## src/rtl/fetch_queue.sv

```systemverilog
// fetch_queue
//   In-order decoupling queue between the fetch unit and decode. It stores
//   {pc, instr} pairs in a DEPTH-entry register array and uses valid/ready on
//   both sides. flush drops every queued (wrong-path) entry.
//
//   Optional build macro: FETCH_QUEUE_BYPASS_EN. When it is defined and the
//   queue is empty, the input pair is forwarded combinationally to the head.
//
// Ports
//   clk        system clock (rising edge)
//   reset      synchronous, active-low clear
//   flush      redirect; the queue is empty after the next edge
//   in_valid   fetch presents a pair
//   in_ready   queue has room (depends on state only)
//   in_pc      PC of the fetched instruction
//   in_instr   fetched instruction word
//   out_valid  head entry valid
//   out_ready  decode consumes the head
//   out_pc     head PC (0 when not valid)
//   out_pc8    out_pc + 8, the link address
//   out_instr  head instruction (0 / NOP when not valid)
//   count      occupied entries, 0..DEPTH
module fetch_queue #(
  parameter int          DEPTH    = 4,
  parameter int          AW       = 2,
  parameter logic [31:0] RESET_PC = 32'h0000_3000
) (
  input  logic          clk,
  input  logic          reset,
  input  logic          flush,
  input  logic          in_valid,
  output logic          in_ready,
  input  logic [31:0]   in_pc,
  input  logic [31:0]   in_instr,
  output logic          out_valid,
  input  logic          out_ready,
  output logic [31:0]   out_pc,
  output logic [31:0]   out_pc8,
  output logic [31:0]   out_instr,
  output logic [AW:0]   count
);

  localparam logic [AW:0]   FULL_CNT = (AW+1)'(DEPTH);
  localparam logic [AW-1:0] PTR_ONE  = AW'(1);

  logic [63:0]   mem_q [DEPTH];
  logic [AW-1:0] wp_q, wp_d;
  logic [AW-1:0] rp_q, rp_d;
  logic [AW:0]   count_q, count_d;

  logic [63:0]   head;
  logic          empty;
  logic          push;
  logic          pop;
  logic          bypass_take;
  logic          wr_en;

  // RESET_PC is informational only (the expected first PC for a bench).
  logic unused_reset_pc;
  assign unused_reset_pc = ^RESET_PC;

  always_comb begin
    empty     = (count_q == '0);
    in_ready  = (count_q != FULL_CNT);
    head      = mem_q[rp_q];

    out_valid = !empty;
    out_pc    = empty ? 32'd0 : head[63:32];
    out_instr = empty ? 32'd0 : head[31:0];
`ifdef FETCH_QUEUE_BYPASS_EN
    // Empty queue: present the incoming pair directly at the head.
    if (empty && !flush) begin
      out_valid = in_valid;
      out_pc    = in_pc;
      out_instr = in_instr;
    end
`endif
    out_pc8 = out_pc + 32'd8;

    push = in_valid & in_ready;
    pop  = out_valid & out_ready;

    bypass_take = 1'b0;
`ifdef FETCH_QUEUE_BYPASS_EN
    // Pair forwarded and consumed in the same cycle never touches the array.
    bypass_take = empty & push & pop;
`endif

    wr_en = push & !bypass_take & !flush & reset;

    wp_d    = wp_q;
    rp_d    = rp_q;
    count_d = count_q;
    if (flush) begin
      wp_d    = '0;
      rp_d    = '0;
      count_d = '0;
    end else if (!bypass_take) begin
      if (push) wp_d = wp_q + PTR_ONE;
      if (pop)  rp_d = rp_q + PTR_ONE;
      case ({push, pop})
        2'b10:   count_d = count_q + 1'b1;
        2'b01:   count_d = count_q - 1'b1;
        default: count_d = count_q;
      endcase
    end
  end

  always_ff @(posedge clk) begin
    if (!reset) begin
      wp_q    <= '0;
      rp_q    <= '0;
      count_q <= '0;
    end else begin
      wp_q    <= wp_d;
      rp_q    <= rp_d;
      count_q <= count_d;
    end
  end

  // Array contents need no reset; the occupancy count qualifies them.
  always_ff @(posedge clk) begin
    if (wr_en) mem_q[wp_q] <= {in_pc, in_instr};
  end

  assign count = count_q;

endmodule

```

## config.mk

```make
export PLATFORM = sky130hd
export DESIGN_NAME = fetch_queue
export DESIGN_NICKNAME = d
export VERILOG_FILES = /design/src/rtl/fetch_queue.sv
export SDC_FILE = /design/constraint.sdc
export NUM_CORES = 1
export LEC_CHECK = 0
export CAP_MARGIN = 0
export CORE_MARGIN = 3
export CORE_UTILIZATION = 43
export DETAILED_ROUTE_END_ITERATION = 16
export GPL_TIMING_DRIVEN = 0
export HOLD_SLACK_MARGIN = 0.15
export PLACE_DENSITY = 0.75
export RECOVER_POWER = 50
export SLEW_MARGIN = 0
export SYNTH_ARGS = -nofsm -noshare
export SYNTH_HDL_FRONTEND = slang
export SYNTH_SLANG_ARGS = --single-unit
```

## constraint.sdc

```tcl
create_clock -name clk -period 6.06 [get_ports clk]
set_input_delay 1.212 -clock clk [delete_from_list [all_inputs] [get_ports clk]]
set_output_delay 1.212 -clock clk [all_outputs]
set_load 0.02 [all_outputs]
```

==> qor.txt <==
status: finished, violations left
violated checks: capacitance limit, slew limit
critical-path maximum fanout: 14
clock slew seen by the registers of the worst setup and hold paths: 0.06 ns
max-capacitance violation count: 3
switching pwr: 0.0008247 W
placer congestion estimate: 0.7970
capturing point of the worst reg2reg path: mem_q[3][22]
startpoint types: flop
async set or reset register ratio after synthesis: 0
count of standard-cell rows: 58
Max Clock Freq: 177.0 MHz
full die area: 28110 µm²
post-route minimum period: 5.650 ns
post-detailed-placement half-perimeter wirelength: 17160 µm
most frequent cells in the layout: edfxtp_1, clkdlybuf4s50_1, dlygate4sd3_1
net total in the final layout: 908
part of the cycle the worst path needs: 0.9324
Max H-tree Level: 1
total vias in the final route: 6421
vertical die dimension: 167.7 µm
Slew HR: -0.6883
number of top-level pins: 170
top_reg_cell synth: edfxtp_1
Crit Reg-Reg Startpoint: count[0]
fraction of layout instances using a drive strength above 1: 0.1572
Chip Width: 167.7 µm
required time at the endpoint of the critical path: 4.85 ns
Final setup viols: 0
cells on worst reg2reg path: 6
setup clock skew after layout: 0.01688 ns
root buffer cell: clkbuf_16
clock latency on the worst-skew pair: 0.52 ns
first-iteration detailed-routing DRC count: 440
switching fraction of total power: 0.2139
launch point of the worst path: count[0]
Leak Pwr: 4.607 nW
power density of the placed cells: 270.9 nW/µm²
Bufs on Longest Clock Path: 3
clock tree from TritonCTS: built
RSZ-0062 raised after global routing: no
post-route ant nets: 0
cell internal power dissipation: 0.003031 W
grt ovf: 0
first-pass GRT wire length: 39050 µm
maximum number of pins on one net before global-route repair: 45
buffers added on ports: 169
total track usage: 0.1788
vias per inst: 5.455
via count of the first global-routing pass: 6799
total routed wirelength: 25290 µm
worst IR drop on VDD: 224.0 µV
Residual DRC: 0
critical path start-end classification: flop to primary output
gate count after technology mapping: 631
Synth Area per Inst: 17.81 µm²
type of the worst min-delay path: flop to flop
EDFF count, synth: 256
most frequent standard cell in the layout excluding fill and tap cells: edfxtp_1
sink count of the clock tree: 265
sum of negative setup slack: 0 ns
R2R Setup Slk: 2.43 ns
final number of hold-violating endpoints: 0
total power consumption of the routed design: 0.003855 W
Area Overhead vs Synth: 26.63%
number of antenna violations at the first check in global routing: 5
Cell Area, Synth: 11240 µm²
Synthesis Warnings: 0
core area: 25400 µm²
# hold bufs at CTS: 0
Starting Density: 0.4425
Critical Path End: out_pc8[31]
Critical Path End Type: primary output
max-slew violation count: 82
Worst-Margin Slew: 2.532 ns
depth of the worst hold-timing path: 2
data arrival time of the critical path: 4.44 ns
first-pass iteration count of the detailed router: 5
syn nets: 707
share of total power in combinational logic: 0.084
sequential element share of the synthesized area: 0.7000
Avg WL per Cell: 21.49 µm
Post-CTS Setup Repair Bufs: 0
post-synthesis sequential element count: 265
sequential fraction of design power: 0.528
Inserted Clock Buffers: 27
library cells used by synthesis: 45
clock share of power: 0.387
critical path: stages (launching register included):
cell and delay (ns):
dfxtp_1 0.43, nor3_4 0.14, clkinvlp_4 0.28, clkbuf_2 0.31, and2_1 0.19, ha_1 0.28
nand2_1 0.08, o22ai_1 0.22, nor3b_2 0.48, nand4bb_1 0.39, nor2_1 0.33, xor2_1 0.17
clkdlybuf4s50_1 0.62
kinds of logic after synthesis:
group	synth area share
muxes	0.1375
DFF	0.7000
xor gates and xnor gates	0.02494
and+or+nand+nor	0.09050
buffers and inverters	0.02338
adders and majority gates	0.008460
AOI/OAI and AO/OA	0.01525
layout make-up:
class / count / area [µm²]
clock buffers: 30 / 686.9
flip-flops and latches: 265 / 7868
diodes: 1 / 2.502
repair buffers: 173 / 1787
plain buffers: 34 / 215.2
multi-input cells: 319 / 3118
well taps: 330 / 412.9
inverters: 12 / 48.80
clock inverters: 13 / 93.84
fillers: 2015 / 11170
timing repair:
action	4_1_cts	5_1_grt
resized for setup	1	2
cloned	0	0
endpoints found under the setup margin	7	3
state kept, by name, indices dropped and copies added (netlist names), named ones only:
signal and count:
wp_q 2, rp_q 2, mem_q 256, count 3
worst min-delay path by stage:
stage	start	endpoint	slack [ns]
floorplan	wp_q[1]	wp_q[1]	0.47
global placement	wp_q[1]	wp_q[1]	0.50
detailed placement	wp_q[1]	wp_q[1]	0.50
CTS	wp_q[1]	wp_q[1]	0.51
global route	wp_q[1]	wp_q[1]	0.55
finish	wp_q[1]	wp_q[1]	0.51
cells in the mapped netlist, drive strengths merged, types with 2 or more instances:
cell type	instances	area, µm²
nand2b	4	25.02
nand4b	2	17.52
and4b	3	30.03
xor2	19	166.4
mux4	65	1471
nand2	38	142.6
and2	64	400.4
clkbuf	13	48.80
mux2	3	33.78
a21oi	4	20.02
buf	22	168.9
nor3	6	35.03
nand3	19	95.09
dfxtp	9	180.2
nor3b	2	25.02
o211ai	5	37.54
o21ai	10	50.05
inv	12	45.04
nor4	2	27.53
nor2	23	86.33
and3	5	31.28
ha	6	75.07
or3	2	12.51
xnor2	13	113.9
edfxtp	256	7687
nand4	8	50.05
mux2i	4	40.04
power by group through the flow:
stage                     logic [W]  clock network, W  registers (W)
after detailed placement   0.000337                 0        0.00207
after floorplan            0.000154                 0        0.00208
after CTS                  0.000338           0.00153        0.00204
after global routing       0.000348           0.00160        0.00204
final                      0.000325           0.00149        0.00204
after global placement     0.000330                 0        0.00208
per-layer routing:
layer	track usage	up-vias	wire length, µm	part of all wire
li1	-	2875	-	-
met1	0.2273	3201	9796	0.39
met2	0.3119	291	12750	0.50
met3	0.03872	46	2107	0.083
met4	0.05087	8	590	0.023
met5	0	-	46	0.0018
metrics by stage:
stage / cell area, µm² / worst slack [ns] / hold slack [ns] / std cells / util
final: 14230 / 0.4095 / 0.5107 / 1177 / 0.5603
after detailed placement: 13450 / 0.2135 / 0.4981 / 1134 / 0.5295
after global placement: 13340 / 0.2169 / 0.4960 / 1130 / 0.5254
after floorplan: 11240 / 1.742 / 0.4692 / 631 / -
after global routing: 14230 / 0.1285 / 0.5550 / 1176 / 0.5602
after CTS: 14230 / 0.1011 / 0.5067 / 1176 / 0.5601
Note: power is estimated with default switching activity, not from simulation.
